[src/rtl/alu_sequencer_pkg.sv]
// Shared definitions for the ALU sequencer: ALU op codes, status-register
// bit positions, reset value of P and the sequencer state type.
package alu_sequencer_pkg;

  localparam logic [2:0] OP_ADD = 3'd0;
  localparam logic [2:0] OP_OR  = 3'd1;
  localparam logic [2:0] OP_XOR = 3'd2;
  localparam logic [2:0] OP_AND = 3'd3;
  localparam logic [2:0] OP_SR  = 3'd4;

  localparam int unsigned CARRY = 0;
  localparam int unsigned ZERO  = 1;
  localparam int unsigned INT   = 2;
  localparam int unsigned DEC   = 3;
  localparam int unsigned BRK   = 4;
  localparam int unsigned OVF   = 6;
  localparam int unsigned NEG   = 7;

  localparam logic [7:0] P_RESET = 8'h34;

  typedef enum logic [1:0] {
    ST_IDLE = 2'd0,
    ST_EXEC = 2'd1,
    ST_ADJ  = 2'd2,
    ST_DONE = 2'd3
  } seq_state_e;

  // Which P bits an ALU op is allowed to overwrite; unknown codes touch nothing.
  function automatic logic [7:0] flag_mask(input logic [2:0] op);
    logic [7:0] m;
    m = 8'h00;
    case (op)
      OP_ADD: begin
        m[NEG]   = 1'b1;
        m[OVF]   = 1'b1;
        m[ZERO]  = 1'b1;
        m[CARRY] = 1'b1;
      end
      OP_OR, OP_XOR, OP_AND: begin
        m[NEG]  = 1'b1;
        m[ZERO] = 1'b1;
      end
      OP_SR: begin
        m[NEG]   = 1'b1;
        m[ZERO]  = 1'b1;
        m[CARRY] = 1'b1;
      end
      default: m = 8'h00;
    endcase
    return m;
  endfunction

endpackage

[src/rtl/alu_sequencer_decimal_adjust.sv]
// BCD correction term for a decimal ADD: from the operand low nibbles, the
// carry-in and the 9-bit binary sum it produces the value to add in a second
// ALU pass, plus the decimal carry out.
module decimal_adjust (
  input  logic [3:0] a_lo_i,
  input  logic [3:0] b_lo_i,
  input  logic       cin_i,
  input  logic [8:0] sum_i,
  output logic [7:0] corr_o,
  output logic       carry_o
);

  logic [4:0] low_sum;

  // Low nibble over 9 needs +6; whole sum over 99 needs +60 and sets carry.
  always_comb begin
    low_sum = {1'b0, a_lo_i} + {1'b0, b_lo_i} + {4'd0, cin_i};
    carry_o = (sum_i > 9'h099);
    corr_o  = 8'h00;
    if (low_sum > 5'd9) begin
      corr_o = corr_o | 8'h06;
    end
    if (carry_o) begin
      corr_o = corr_o | 8'h60;
    end
  end

endmodule

[src/rtl/alu_sequencer.sv]
// Multi-cycle driver for the combinational 6502 ALU and owner of the status
// register P. Ops run IDLE -> EXEC -> (ADJ for decimal ADD) -> DONE, with P
// written on the edge that enters DONE. Flag strobes and PLP loads are taken
// in every state.
module alu_sequencer
  import alu_sequencer_pkg::*;
(
  input  logic       clk,
  input  logic       reset,
  input  logic       req_valid,
  output logic       req_ready,
  input  logic [2:0] req_op,
  input  logic [7:0] req_a,
  input  logic [7:0] req_b,
  output logic [2:0] alu_ctrl,
  output logic [7:0] alu_AI,
  output logic [7:0] alu_BI,
  output logic       alu_carry,
  output logic       alu_BCD,
  input  logic [7:0] alu_Y,
  input  logic [7:0] alu_flags,
  output logic       rsp_valid,
  output logic [7:0] rsp_data,
  output logic [7:0] p_reg,
  input  logic       p_load,
  input  logic [7:0] p_load_data,
  input  logic       p_set_c,
  input  logic       p_clr_c,
  input  logic       p_set_d,
  input  logic       p_clr_d,
  input  logic       p_set_i,
  input  logic       p_clr_i,
  input  logic       p_clr_v
);

  seq_state_e state_q;
  logic [2:0] alu_ctrl_q;
  logic [7:0] alu_ai_q;
  logic [7:0] alu_bi_q;
  logic       alu_carry_q;
  logic       rsp_valid_q;
  logic [7:0] rsp_data_q;
  logic       bin_v_q;
  logic       dec_c_q;
  logic [7:0] p_q;
  logic [7:0] p_d;

  logic [7:0] corr;
  logic       dec_c;
  logic       bin_v;
  logic       dec_mode;
  logic       wb_en;
  logic       wb_c;
  logic       wb_v;
  logic [7:0] wb_mask;
  logic [7:0] wb_flags;
  logic       unused_flags;

  // Only the carry bit of the ALU flag bus is meaningful here.
  assign unused_flags = ^alu_flags[7:1];

  assign req_ready = (state_q == ST_IDLE);
  assign alu_ctrl  = alu_ctrl_q;
  assign alu_AI    = alu_ai_q;
  assign alu_BI    = alu_bi_q;
  assign alu_carry = alu_carry_q;
  assign alu_BCD   = 1'b0;
  assign rsp_valid = rsp_valid_q;
  assign rsp_data  = rsp_data_q;
  assign p_reg     = p_q;

  // Overflow always comes from the binary pass, which is what EXEC sees.
  assign bin_v    = (alu_ai_q[7] == alu_bi_q[7]) && (alu_Y[7] != alu_ai_q[7]);
  assign dec_mode = (alu_ctrl_q == OP_ADD) && p_q[DEC];

  decimal_adjust u_decimal_adjust (
    .a_lo_i  (alu_ai_q[3:0]),
    .b_lo_i  (alu_bi_q[3:0]),
    .cin_i   (alu_carry_q),
    .sum_i   ({alu_flags[CARRY], alu_Y}),
    .corr_o  (corr),
    .carry_o (dec_c)
  );

  // Flag values and write mask for the edge that enters DONE.
  always_comb begin
    wb_en = 1'b0;
    wb_c  = alu_flags[CARRY];
    wb_v  = bin_v;
    case (state_q)
      ST_EXEC: wb_en = !dec_mode;
      ST_ADJ: begin
        wb_en = 1'b1;
        wb_c  = dec_c_q;
        wb_v  = bin_v_q;
      end
      default: wb_en = 1'b0;
    endcase
    wb_flags        = 8'h00;
    wb_flags[NEG]   = alu_Y[7];
    wb_flags[OVF]   = wb_v;
    wb_flags[ZERO]  = (alu_Y == 8'h00);
    wb_flags[CARRY] = wb_c;
    wb_mask = wb_en ? flag_mask(alu_ctrl_q) : 8'h00;
  end

  // Next P: clear strobes lose to set strobes, which lose to ALU writeback,
  // and a PLP load overrides everything; bits 5 and 4 are hardwired high.
  always_comb begin
    p_d = p_q;
    if (p_clr_c) p_d[CARRY] = 1'b0;
    if (p_clr_d) p_d[DEC]   = 1'b0;
    if (p_clr_i) p_d[INT]   = 1'b0;
    if (p_clr_v) p_d[OVF]   = 1'b0;
    if (p_set_c) p_d[CARRY] = 1'b1;
    if (p_set_d) p_d[DEC]   = 1'b1;
    if (p_set_i) p_d[INT]   = 1'b1;
    p_d = (p_d & ~wb_mask) | (wb_flags & wb_mask);
    if (p_load) p_d = p_load_data;
    p_d[5]   = 1'b1;
    p_d[BRK] = 1'b1;
  end

  // Status register.
  always_ff @(posedge clk) begin
    if (reset) begin
      p_q <= P_RESET;
    end else begin
      p_q <= p_d;
    end
  end

  // Sequencer FSM with registered ALU drive and response outputs.
  always_ff @(posedge clk) begin
    if (reset) begin
      state_q     <= ST_IDLE;
      alu_ctrl_q  <= 3'd0;
      alu_ai_q    <= 8'h00;
      alu_bi_q    <= 8'h00;
      alu_carry_q <= 1'b0;
      rsp_valid_q <= 1'b0;
      rsp_data_q  <= 8'h00;
      bin_v_q     <= 1'b0;
      dec_c_q     <= 1'b0;
    end else begin
      rsp_valid_q <= 1'b0;
      case (state_q)
        ST_IDLE: begin
          if (req_valid) begin
            alu_ctrl_q  <= req_op;
            alu_ai_q    <= req_a;
            alu_bi_q    <= req_b;
            alu_carry_q <= p_q[CARRY];
            state_q     <= ST_EXEC;
          end
        end
        ST_EXEC: begin
          bin_v_q <= bin_v;
          if (dec_mode) begin
            alu_ctrl_q  <= OP_ADD;
            alu_ai_q    <= alu_Y;
            alu_bi_q    <= corr;
            alu_carry_q <= 1'b0;
            dec_c_q     <= dec_c;
            state_q     <= ST_ADJ;
          end else begin
            rsp_valid_q <= 1'b1;
            rsp_data_q  <= alu_Y;
            state_q     <= ST_DONE;
          end
        end
        ST_ADJ: begin
          rsp_valid_q <= 1'b1;
          rsp_data_q  <= alu_Y;
          state_q     <= ST_DONE;
        end
        ST_DONE: begin
          state_q <= ST_IDLE;
        end
        default: state_q <= ST_IDLE;
      endcase
    end
  end

endmodule

[config.mk]
export PLATFORM = sky130hd
export DESIGN_NAME = alu_sequencer
export DESIGN_NICKNAME = d
export VERILOG_FILES = /design/src/rtl/alu_sequencer_pkg.sv /design/src/rtl/alu_sequencer_decimal_adjust.sv /design/src/rtl/alu_sequencer.sv
export SDC_FILE = /design/constraint.sdc
export NUM_CORES = 1
export LEC_CHECK = 0
export BUFFER_PORTS_ARGS = -buffer_cell sky130_fd_sc_hd__buf_2
export CAP_MARGIN = 20
export CORE_ASPECT_RATIO = 1.4
export CORE_MARGIN = 3
export CORE_UTILIZATION = 51
export DETAILED_ROUTE_END_ITERATION = 8
export GPL_ROUTABILITY_DRIVEN = 1
export GPL_TIMING_DRIVEN = 0
export HOLD_SLACK_MARGIN = 0.08
export PLACE_DENSITY_LB_ADDON = 0.2
export SYNTH_ARGS = -nofsm -noshare
export SYNTH_HDL_FRONTEND = slang
export SYNTH_HIERARCHICAL = 1
export SYNTH_SLANG_ARGS = --single-unit
[constraint.sdc]
create_clock -name clk -period 6.48 [get_ports clk]
set_input_delay 1.296 -clock clk [delete_from_list [all_inputs] [get_ports clk]]
set_output_delay 1.296 -clock clk [all_outputs]
set_load 0.01 [all_outputs]
# == Word-level counts from Yosys, hierarchy flattened ==
# Cells that the tools add are included.
# word_totals
inputBits,54
output_inout_bits,39
wordCells,80
regBits,41
# op_classes
n_addsub,2
n_reduce_logical,13
bitwise_logic,4
mux,36
order_cmp,2
n_eq_ne,12
# ops
operator,n
$mux 8,7
$pmux 8 s2,3
$and 8x8->8,2
$mux 1,16
$gt 9x8->1 const B,1
$mux 3,3
$logic_not 8->1,1
$not 8->8,1
$or 8x8->8,1
$pmux 2 s4,1
$mux 7,1
$eq 3x2->1 const B,2
$ne 2x2->1 const B,3
$pmux 1 s2,3
$pmux 3 s2,1
$add 4x4->5,1
$add 5x1->5,1
$gt 5x4->1 const B,1
$reduce_or 5->1,1
$eq 2x2->1 const B,2
$reduce_and 2->1,2
$reduce_bool 2->1,2
$eq 3x1->1 const B,1
$eq 3x3->1 const B,1
other kinds (10),11

# == Depth between registers and ports, before layout ==
# logic_depth
depth_word,9
mapped_depth,9
mapped_depth_nobuf,8

# == Modules after synthesis ==
# The synthesis kept the hierarchy.
# by_module_without_submodules
mod,n_inst,seq_area_each_um2,area_each_um2,cells_each
alu_sequencer,1,780.7,1939.4,203
decimal_adjust,1,0.0,237.7,32

# == Least setup slack after synthesis ==
# No wires, ideal clock.
# synth_path
path_kind,reg2reg
from,"reg alu_ai_q[0], in the netlist alu_AI[0]"
to,"reg alu_bi_q[2], in the netlist alu_BI[2]"
t_arrival_ps,2139
path_slack_ps,4202
required_ps,6341
setup_ps,139
stages_incl_launch_ff,10
n_path_buf,1
synth_period_minus_slack_ps,2278
path_cell_list,dfxtp_1 inv_1 fa_1 fa_1 xor2_1 nand2_1 a221o_1 buf_4 mux2i_1 a211oi_2
# synth_between
elab_chain_len,7
# synth_rtl
element,line,text
start: declaration,alu_sequencer.sv:38,logic [7:0] alu_ai_q;
start signal: assignment,alu_sequencer.sv:151,alu_ai_q <= req_a;
start signal: assignment,alu_sequencer.sv:161,alu_ai_q <= alu_Y;
$add 4x4->5,alu_sequencer_decimal_adjust.sv:17,"low_sum = {1'b0, a_lo_i} + {1'b0, b_lo_i} + {4'd0, cin_i};"
$add 5x1->5,alu_sequencer_decimal_adjust.sv:17,
$gt 5x4->1,alu_sequencer_decimal_adjust.sv:20,if (low_sum > 5'd9) begin
$mux 3,alu_sequencer_decimal_adjust.sv:20,
$mux 7,alu_sequencer_decimal_adjust.sv:23,if (carry_o) begin
net corr[2],alu_sequencer.sv:48,logic [7:0] corr;
$mux 8,alu_sequencer.sv:159,if (dec_mode) begin
$pmux 8 s2,alu_sequencer.sv:147,case (state_q)
end signal: assignment,alu_sequencer.sv:152,alu_bi_q <= req_b;
end signal: assignment,alu_sequencer.sv:162,alu_bi_q <= corr;
end: declaration,alu_sequencer.sv:39,logic [7:0] alu_bi_q;
# The timed path passes the listed nets, and every way through them passes these cells. The select of a mux whose other input is x is not followed.
# A chain may end at the register's enable or synchronous reset.

# == Worst setup path after layout ==
# layout_path
from,reg state_q[0]
to,out req_ready
# layout_between
elab_chain_len,1
# layout_rtl
element,line,text
start: declaration,alu_sequencer.sv:36,seq_state_e state_q;
start signal: assignment,alu_sequencer.sv:136,state_q <= ST_IDLE;
start signal: assignment,alu_sequencer.sv:154,state_q <= ST_EXEC;
start signal: assignment,alu_sequencer.sv:165,state_q <= ST_ADJ;
$logic_not 2->1,alu_sequencer.sv:62,assign req_ready = (state_q == ST_IDLE);
end: declaration,alu_sequencer.sv:11,"output logic req_ready,"
# No other way between the ends.

==> impl_metrics.env <==
export IMPL_grt_pass1_wl_um=8604
export IMPL_fmax_ghz=0.4071
export IMPL_first_iter_violations=50
export IMPL_relSlewSlack=0.5581
export IMPL_finClkSkew_ns=0.004600
export IMPL_synthArstFlopShare=0
export IMPL_fp_dieH_um=83.31
export IMPL_dr_pass1_iters=4
export IMPL_wl_per_cell_um=14.21
export IMPL_crit_path_cell_trace="inv_1 -> ha_1 -> buf_2"
export IMPL_critPathCaptureType="output pin"
export IMPL_clock_sinks=39
export IMPL_slew_viol_final=0
export IMPL_overflow=0
export IMPL_antenna_found_initial=0
export IMPL_die_area_um2=5100
export IMPL_ys_flop_type="dfxtp_1"
export IMPL_p_comb_frac=0.577
export IMPL_cts_tree="done"
export IMPL_place_inst=361
export IMPL_utilization=0.6788
export IMPL_clock_power_share=0.125
export IMPL_post_dp_hpwl_um=4081
export IMPL_vias=1941
export IMPL_ctsRootBufferMaster="clkbuf_8"
export IMPL_intPower_uw=765.8
export IMPL_diodes=0
export IMPL_synth_area_um2=2177
export IMPL_setup_violations=0
export IMPL_htreeDepth=2
export IMPL_areaGrowthSynthToFinish_pct=25.34
export IMPL_route_detailed_drc=0
export IMPL_crit_path_start_kind="flip-flop"
export IMPL_final_layout_size_suffix_gt1_frac=0.3754
export IMPL_pwr_share_seq=0.298
export IMPL_vias_per_cell=5.274
export IMPL_clk_path_buf_depth=2
export IMPL_cp_arrival_ns=1.16
export IMPL_setup_slack_ns=4.024
export IMPL_timing_final_crit_share=0.3790
export IMPL_cts_buffers_inserted=5
export IMPL_required_ns=5.18
export IMPL_cp_max_fo=5
export IMPL_num_nets_final=387
export IMPL_syn_area_per_cell_um2=9.264
export IMPL_tns_ns=0
export IMPL_postCtsHoldBufs=0
export IMPL_dpl_worst_slack_ns=3.751
export IMPL_swShare=0.4247
export IMPL_leakagePower_uw=0.001332
export IMPL_portBuffers=79
export IMPL_ir_worst_vdd_mv=0.2488
export IMPL_grt_max_degree=12
export IMPL_core_rowCount=27
export IMPL_fin_crit_ns=2.456
export IMPL_ys_seq_area_frac=0.3586
export IMPL_final_common_cell="buf_2"
export IMPL_slowest_delay_ns=0.37
export IMPL_critPathKind="reg2out"
export IMPL_cts_clk_slew_worst_paths_ns=0.07
export IMPL_final_cells=368
export IMPL_outcome="completed"
export IMPL_postCtsResizedCells=0
export IMPL_cts_setup_buffers=0
export IMPL_synth_cell_types=41
export IMPL_coreArea_um2=4020
export IMPL_dieWidth_um=61.22
export IMPL_gp_congestion=0.8022
export IMPL_mostFrequentLayoutCells="buf_2 (82), nor2_1 (39), dfxtp_1 (39), mux2i_1 (29), a211oi_2 (16)"
export IMPL_start_util=0.5415
export IMPL_ios=93
export IMPL_rsz0062_at_grt="no"
export IMPL_p_switching_uw=565.2
export IMPL_tightest_slew_ns=0.6629
export IMPL_routed_wl_um=5229
export IMPL_cap_violations=0
export IMPL_ant_nets=0
export IMPL_rrSetupSlack_ns=4.06
export IMPL_clock_latency_ns=0.29
export IMPL_hold_viol_final=0
export IMPL_synth_edf_count=0
export IMPL_slowest_stage="dfxtp_1"
export IMPL_ys_seq_elements=39
export IMPL_grt_usage=0.2192
export IMPL_grt_pass1_vias=1911
export IMPL_min_path_type="reg2reg"
export IMPL_synth_yosys_warnings=6
export IMPL_syn_inst=235
export IMPL_power_density_nw_per_um2=487.7
==> layer usage <==
metal  track usage  share of wire
met1        0.2616           0.41
met2        0.3680           0.51
met3       0.05132          0.059
met4       0.07692          0.018
met5             0              0
==> per-stage QoR <==
stage          hold WS, ns  area [um^2]  total power, uW
6_report            0.4982         2729             1331
5_1_grt             0.5284         2729             1433
4_1_cts             0.4995         2729             1341
3_5_place_dp        0.4852         2641             1174
3_3_place_gp        0.4761         2641             1151
2_1_floorplan       0.4601         2192            968.8
==> cell usage after synthesis, types with 2 or more instances <==
cell type,count,share of area
a211oi_1,6,0.021
nand2_1,5,0.0086
fa_1,2,0.018
o21ai_0,3,0.0069
nand3_1,4,0.0092
a21o_1,3,0.010
xor2_1,2,0.0080
nor2b_1,3,0.0086
dfxtp_1,39,0.36
a211oi_2,16,0.092
conb_1,3,0.0052
o21a_1,2,0.0069
buf_1,2,0.0034
nor2_1,39,0.067
a21oi_1,9,0.021
ha_1,6,0.034
clkbuf_1,5,0.0086
o211ai_1,2,0.0069
a221o_1,2,0.0092
buf_2,3,0.0069
buf_4,13,0.045
nand2b_1,6,0.017
inv_1,14,0.024
mux2i_1,29,0.13
==> worst paths after layout <==
kind	depth (start not counted)	endpoint	start
hold reg to reg	2	rsp_data[7]$_SDFFE_PP0P_	rsp_data[7]$_SDFFE_PP0P_
hold / removal	2	rsp_data[7]$_SDFFE_PP0P_	rsp_data[7]$_SDFFE_PP0P_
setup reg to reg	9	alu_BI[2]$_SDFFE_PP0P_	alu_AI[0]$_SDFFE_PP0P_
setup / recovery	3	req_ready	state_q[0]$_SDFFE_PP0P_
==> power groups by stage <==
| stage | logic (uW) | registers (uW) | clock network, uW |
|---|---|---|---|
| 5_1_grt | 848 | 409 | 176 |
| 3_5_place_dp | 772 | 402 | 0 |
| 2_1_floorplan | 538 | 431 | 0 |
| 4_1_cts | 776 | 397 | 169 |
| 3_3_place_gp | 753 | 398 | 0 |
| 6_report | 768 | 397 | 166 |
==> layout make-up <==
class	count	area, um^2
inverters	14	52.55
clock inverters	1	5.005
fillers	353	1291
clock buffers	6	82.58
plain buffers	24	150.1
flip-flops and latches	39	780.7
multi-input cells	162	1209
repair buffers	79	395.4
well taps	43	53.80
==> worst max-delay path: cells and delay by family (launching register included) <==
family / cells / cell delay [ns]
flip-flops: 1 / 0.37
adder cells (fa/ha/maj): 1 / 0.26
buffers and inverters: 2 / 0.24
==> cell families after synthesis <==
group,synth area share
compound gates,0.1965
flops,0.3586
mux,0.1437
fa+ha+maj,0.05287
xor+xnor,0.008047
other cells,0.005172
buf+inv,0.09310
simple gates,0.1420
Power figures use the tool's default switching activity.
